==> src/rtl/npc_pipe_pkg.sv <==
// npc_pipe_pkg: stage payload types and sizing/pointer helpers for pipe_stage_buf
package npc_pipe_pkg;
  typedef struct packed {
    logic [31:0] pc;
    logic [31:0] instr;
  } fetch_pl_t;
  typedef struct packed {
    logic [31:0] pc;
    logic [4:0]  rd;
    logic [31:0] rs1_val;
    logic [31:0] rs2_val;
    logic [31:0] imm;
    logic [7:0]  op;
  } decode_pl_t;
  typedef struct packed {
    logic [31:0] pc;
    logic [4:0]  rd;
    logic [31:0] result;
    logic [31:0] store_data;
    logic [3:0]  mem_op;
  } exec_pl_t;
  typedef struct packed {
    logic [4:0]  rd;
    logic [31:0] wb_data;
    logic        wb_en;
  } mem_pl_t;
  function automatic int cnt_width(input int depth);
    return $clog2(depth + 1);
  endfunction
  function automatic int ptr_width(input int depth);
    return (depth > 1) ? $clog2(depth) : 1;
  endfunction
  function automatic int ptr_inc(input int ptr, input int depth);
    return (ptr >= depth - 1) ? 0 : ptr + 1;
  endfunction
endpackage

==> src/rtl/pipe_stage_mem.sv <==
// pipe_stage_mem: DEPTH x WIDTH storage, one sync write port, one async read port, sync clear on rst
module pipe_stage_mem #(
  parameter int WIDTH = 32,
  parameter int DEPTH = 2,
  parameter int PTR_W = 1
) (
  input  logic             clk,
  input  logic             rst,
  input  logic             i_we,
  input  logic [PTR_W-1:0] i_waddr,
  input  logic [WIDTH-1:0] i_wdata,
  input  logic [PTR_W-1:0] i_raddr,
  output logic [WIDTH-1:0] o_rdata
);
  logic [WIDTH-1:0] r_mem [DEPTH];
  always_ff @(posedge clk) begin
    if (rst) begin
      for (int i = 0; i < DEPTH; i++) r_mem[i] <= '0;
    end else if (i_we) begin
      r_mem[i_waddr] <= i_wdata;
    end
  end
  assign o_rdata = r_mem[i_raddr];
endmodule

==> src/rtl/pipe_stage_buf.sv <==
// pipe_stage_buf: elastic DEPTH-entry FIFO stage buffer with flush; optional PIPE_STAGE_BYPASS_EN (empty-buffer pass-through)
// Ports: clk/rst (sync, active-high), flush, s_valid/s_ready/s_data upstream,
// m_valid/m_ready/m_data downstream, count occupancy. s_ready comes from registered count only.
module pipe_stage_buf
  import npc_pipe_pkg::*;
#(
  parameter int WIDTH = 32,
  parameter int DEPTH = 2,
  parameter int CNT_W = cnt_width(DEPTH)
) (
  input  logic             clk,
  input  logic             rst,
  input  logic             flush,
  input  logic             s_valid,
  output logic             s_ready,
  input  logic [WIDTH-1:0] s_data,
  output logic             m_valid,
  input  logic             m_ready,
  output logic [WIDTH-1:0] m_data,
  output logic [CNT_W-1:0] count
);
  localparam int PTR_W = ptr_width(DEPTH);
  logic [PTR_W-1:0] r_rd_ptr, r_wr_ptr;
  logic [CNT_W-1:0] r_count;
  logic             w_full, w_empty, w_push, w_pop, w_byp;
  logic [WIDTH-1:0] w_rd_data;
  assign w_full  = r_count == CNT_W'(DEPTH);
  assign w_empty = r_count == '0;
`ifdef PIPE_STAGE_BYPASS_EN
  // empty buffer forwards the upstream beat straight through
  assign w_byp = w_empty & s_valid & ~flush;
`else
  assign w_byp = 1'b0;
`endif
  assign s_ready = ~w_full;
  assign m_valid = w_byp | (~w_empty & ~flush);
  assign m_data  = w_byp ? s_data : w_rd_data;
  assign count   = r_count;
  assign w_pop   = ~w_empty & ~flush & m_ready;
  // a bypassed beat taken downstream the same cycle is never stored
  assign w_push  = s_valid & ~w_full & ~flush & ~(w_byp & m_ready);
  always_ff @(posedge clk) begin
    if (rst || flush) begin
      r_rd_ptr <= '0;
      r_wr_ptr <= '0;
      r_count  <= '0;
    end else begin
      if (w_push) r_wr_ptr <= PTR_W'(ptr_inc(int'(r_wr_ptr), DEPTH));
      if (w_pop) r_rd_ptr <= PTR_W'(ptr_inc(int'(r_rd_ptr), DEPTH));
      r_count <= r_count + CNT_W'(w_push) - CNT_W'(w_pop);
    end
  end
  pipe_stage_mem #(.WIDTH(WIDTH), .DEPTH(DEPTH), .PTR_W(PTR_W)) u_mem (
    .clk     (clk),
    .rst     (rst),
    .i_we    (w_push),
    .i_waddr (r_wr_ptr),
    .i_wdata (s_data),
    .i_raddr (r_rd_ptr),
    .o_rdata (w_rd_data)
  );
`ifndef SYNTHESIS
  always_ff @(posedge clk) begin
    if (!rst) begin
      assert (!(w_push && w_full)) else $error("pipe_stage_buf: push while full");
      assert (!(w_pop && w_empty)) else $error("pipe_stage_buf: pop while empty");
      assert (r_count <= CNT_W'(DEPTH)) else $error("pipe_stage_buf: count above DEPTH");
    end
  end
`endif
endmodule

==> config.mk <==
export PLATFORM = sky130hd
export DESIGN_NAME = pipe_stage_buf
export DESIGN_NICKNAME = d
export VERILOG_FILES = /design/src/rtl/npc_pipe_pkg.sv /design/src/rtl/pipe_stage_mem.sv /design/src/rtl/pipe_stage_buf.sv
export SDC_FILE = /design/constraint.sdc
export NUM_CORES = 1
export LEC_CHECK = 0
export BUFFER_PORTS_ARGS = -buffer_cell sky130_fd_sc_hd__buf_4
export CAP_MARGIN = 30
export CORE_ASPECT_RATIO = 0.6
export CORE_UTILIZATION = 45
export CTS_BUF_LIST = sky130_fd_sc_hd__clkbuf_16
export CTS_CLUSTER_SIZE = 28
export DETAILED_ROUTE_END_ITERATION = 10
export GPL_ROUTABILITY_DRIVEN = 0
export PLACE_DENSITY_LB_ADDON = 0.15
export SLEW_MARGIN = 20
export SYNTH_ARGS = -nofsm -noshare
export SYNTH_HDL_FRONTEND = slang
export SYNTH_HIERARCHICAL = 1
export SYNTH_SLANG_ARGS = --single-unit
==> constraint.sdc <==
create_clock -name clk -period 1.9 [get_ports clk]
set_input_delay 0.38 -clock clk [delete_from_list [all_inputs] [get_ports clk]]
set_output_delay 0.38 -clock clk [all_outputs]
set_load 0.005 [all_outputs]
# Yosys cells after proc, flatten, opt, wreduce, memory -nomap -nowiden
# Memories as Yosys holds them, arrays and structs flattened. A register that Yosys moved wholly into a read port is not among the register bits.
# Cells that the tools add are included.
word_totals:
  mem_bits_rw: 64
  regBits: 4
  out_inout_bits: 36
  mem_count: 1
  in_bits: 37
classes:
  addsub: 4
  n_bitwise: 7
  reduce_logical: 3
  order_cmp: 2
  mux: 12
  n_eq_ne: 1
mem_list:
  columns: ["memory", "depth", "word_bits", "rd", "rd_clocked_by_memory_dff", "write_ports", "line_no", "text"]
  rows:
  - ["u_mem.r_mem", 2, 32, 1, 1, 2, "pipe_stage_mem.sv:15", "logic [WIDTH-1:0] r_mem [DEPTH];"]
op_table:
  columns: ["op", "count"]
  rows:
  - ["$mux W32", 1]
  - ["$reduce_or A32 Y1", 1]
  - ["$mux W1", 11]
  - ["$and A1 B1 Y1", 4]
  - ["$not A1 Y1", 3]
  - ["$add A1 B1 Y1 const B", 2]
  - ["$add A2 B1 Y2", 1]
  - ["$eq A2 B2 Y1 const B", 1]
  - ["$ge A1 B1 Y1 const B", 2]
  - ["$logic_not A2 Y1", 1]
  - ["$sub A2 B1 Y2", 1]
  - ["$logic_or A1 B1 Y1", 1]

# Longest topological paths before layout
logic_depth:
  ltp_word: 9
  ltp_mapped: 9
  ltp_nobuf: 9

# Cells and area by module
# The synthesis kept the hierarchy.
modules_own_cells:
  columns: ["module", "area_each_um2", "seq_area_each_um2", "instances", "cells_each"]
  rows:
  - ["pipe_stage_mem", 2816.5, 1921.8, 1, 178]
  - ["pipe_stage_buf", 215.2, 80.1, 1, 25]

# Worst setup path after synthesis
# Ideal clock, no wire load.
synth_timing:
  kind: "register -> register"
  from: "reg r_count[0], in the netlist count[0]"
  to: "mem u_mem.r_mem[0][0] (enable)"
  required_ns: 1.512
  arrival_time_ns: 1.523
  path_stages_with_launch: 5
  setup_slack_ns: -0.011
  n_path_buf: 0
  setup_ns: 0.388
  path_cell_list: "dfxtp_1 > nand2b_1 > nand2_1 > nor2_1 > a21o_1"
synth_rtl:
  columns: ["item", "line_no", "text"]
  rows:
  - ["start: declaration", "pipe_stage_buf.sv:24", "logic [CNT_W-1:0] r_count;"]
  - ["start signal: assignment", "pipe_stage_buf.sv:50", "r_count <= r_count + CNT_W'(w_push) - CNT_W'(w_pop);"]
  - ["end: declaration", "pipe_stage_mem.sv:15", null]

==> impl_metrics.tcl <==
set metrics [dict create \
    hold-path-cell-count 2 \
    routed_via_density 5.00 \
    place_area_um2 3700 \
    ys_seq_elements 68 \
    grt_pass1_vias 1895 \
    p_comb_frac 0.084 \
    nFillCells 509 \
    swShare 0.199 \
    p_clk_frac 0.457 \
    first_pass_iters 4 \
    critPathMaxFanout 21 \
    cts_root_buf "clkbuf_16" \
    ios 73 \
    die_y_um 65.6 \
    hold_end "r_rd_ptr$_SDFFE_PP0P_" \
    drtAntennaViolNets 0 \
    wl_per_cell_um 16.1 \
    cellLeakagePower_nw 1.82 \
    r2r_start "count[0]$_SDFF_PP0_" \
    drt_wl_total_um 6020 \
    regToRegSetupSlack_ns 0.15 \
    relSlewSlack 0.828 \
    max-clock-path-buffers 2 \
    worstSetupPathType "reg2out" \
    area_growth_pct 33.1 \
    slew_viol_final 0 \
    cts.sinks 68 \
    worst_pin_slew_ns 0.256 \
    num_rows 22 \
    cp-start-kind "flip-flop" \
    critPathCaptureType "output pin" \
    p_seq_frac 0.459 \
    rsz0062_at_grt "no" \
    drive_gt1_frac 0.375 \
    cts_setup_buffers 0 \
    worstPathRequired_ns 1.52 \
    hold_path.class "in2reg" \
    syn_area_um2 3030 \
    yosysTopAreaCellShare 0.634 \
    cts_tree "built" \
    fin_util 0.640 \
    synth_top_area_cell "edfxtp_1" \
    cts.reportedPaths.clkPinSlew_ns 0.05 \
    first_iter_violations 64 \
    yosysSeqAreaShare 0.660 \
    dieArea_um2 7080 \
    grt_max_degree 23 \
    period_share 0.944 \
    syn_avg_cell_area_um2 14.9 \
    antenna_cells 0 \
    r2r-end "count[1]$_SDFF_PP0_" \
    cts_buffers 9 \
    finalInstanceArea_um2 4040 \
    synth_area_leaders "edfxtp_1 (63%), mux2_1 (11%), and2_1 (7.2%), and3_1 (6.6%), dfxtp_1 (2.6%)" \
    worstRegToRegCells 9 \
    setup_viol 0 \
    syn-num-nets 242 \
    status "finished clean" \
    netlist_instances 203 \
    p_sw_mw 0.755 \
    max_freq_ghz 0.558 \
    min_period_ns 1.79 \
    pre_cts_slack_ns 0.109 \
    start_util 0.481 \
    synth.distinct_cells 25 \
    io_buffers 72 \
    core_um2 6300 \
    p_int_mw 3.03 \
    power_density_nw_per_um2 939 \
    globalRoute.totalOverflow 0 \
    fin_ws_ns 0.107 \
    hold_buffers 0 \
    finalHoldViolCount 0 \
    grt_pass1_wl_um 9470 \
    antenna_found_initial 0 \
    h-tree-depth 3 \
    dp_hpwl_um 4070 \
    clk_latency_ns 0.33 \
    vias 1876 \
    final.setup_skew_ns 0.00329 \
    peakVddDrop_uv 514 \
    nets 325 \
    drc 0 \
    whs_ns 0.250 \
    min_from "flush" \
    grt_usage 0.186 \
    ys_warn_count 6 \
    maxCapViolCount 0 \
    timing.setup.tns_ns 0 \
    critPathArrivalTime_ns 1.41 \
    die_x_um 108 \
]
## registers in the layout, indices dropped and copies added (netlist names)
name,count
u_mem/r_mem,64
count,2
r_rd_ptr,1
r_wr_ptr,1
## Yosys cell counts
cell type,number
edfxtp_1,64
and2_1,35
and3_1,32
mux2_1,30
buf_2,4
dfxtp_1,4
nor2_1,4
buf_4,3
buf_6,3
clkbuf_1,3
a21o_1,2
ha_1,2
inv_1,2
mux2_2,2
nand2_1,2
xnor2_1,2
mux2i_1,1
nand2b_1,1
nor2b_2,1
nor3_1,1
nor3b_4,1
o21ai_0,1
or2_1,1
or3_1,1
xor2_1,1
## logic make-up after synthesis
| group | Yosys count | synth area share |
|---|---|---|
| AOI/OAI and AO/OA | 3 | 0.00660 |
| buffers and inverters | 15 | 0.0314 |
| DFF | 68 | 0.660 |
| and+or+nand+nor | 79 | 0.163 |
| xor gates and xnor gates | 3 | 0.00867 |
| muxes | 33 | 0.122 |
| adders and majority gates | 2 | 0.00825 |
## metal layers
layer,global-route usage,wire length [um],up-vias
met5,0,0,-
met3,0.0645,418,10
met1,0.251,2930,904
met4,0.0719,92,0
li1,-,-,904
met2,0.276,2580,58
## area by class of cell
| cell class | count | area, um^2 | area share |
|---|---|---|---|
| Clock buffer | 9 | 225 | 0.0558 |
| Tap cell | 84 | 105 | 0.0260 |
| Multi-Input combinational cell | 120 | 947 | 0.235 |
| Clock inverter | 7 | 91.3 | 0.0226 |
| Sequential cell | 68 | 2000 | 0.497 |
| Inverter | 2 | 7.51 | 0.00186 |
| Timing Repair Buffer | 85 | 654 | 0.162 |
## worst max-delay path by stage
stage,from,to,slack [ns],cells after the start
floorplan,count[0]$_SDFF_PP0_,count[1]$_SDFF_PP0_,0.11,9
finish,r_rd_ptr$_SDFFE_PP0P_,m_data[21],0.11,3
global placement,count[1]$_SDFF_PP0_,count[1]$_SDFF_PP0_,0.14,9
detailed placement,count[1]$_SDFF_PP0_,count[1]$_SDFF_PP0_,0.11,9
global route,count[0]$_SDFF_PP0_,count[1]$_SDFF_PP0_,0.004,10
CTS,r_rd_ptr$_SDFFE_PP0P_,m_data[28],0.02,3
## critical path: stages (launching register included)
cell and delay, ns:
dfxtp_2 0.34, buf_6 0.23, mux2_1 0.38, buf_4 0.15
## metrics by stage
step           total power, mW  cells
2_1_floorplan             1.89    203
3_3_place_gp              2.08    359
3_5_place_dp              2.09    359
4_1_cts                   3.82    375
5_1_grt                   3.91    375
6_report                  3.79    375
## placed cells by master, fill, tap and decap left out, types with 4 or more instances in the layout
cell type,instances
and2_1,35
and3_1,32
buf_4,83
clkbuf_16,9
edfxtp_1,64
mux2_1,30
nor2_1,4
## power groups by stage
| stage | Clock, mW | Sequential (mW) | Combinational, mW |
|---|---|---|---|
| finish | 1.73 | 1.74 | 0.318 |
| detailed placement | 0 | 1.77 | 0.320 |
| floorplan | 0 | 1.76 | 0.126 |
| CTS | 1.76 | 1.74 | 0.323 |
| global placement | 0 | 1.76 | 0.319 |
| global route | 1.82 | 1.74 | 0.349 |
## timing repair
item | CTS | global route
gates resized for setup | 0 | 4
endpoints found under the setup margin | 0 | 10
endpoints found under the hold margin | 0 | 0
No activity file was read; power rests on OpenSTA's default activity.
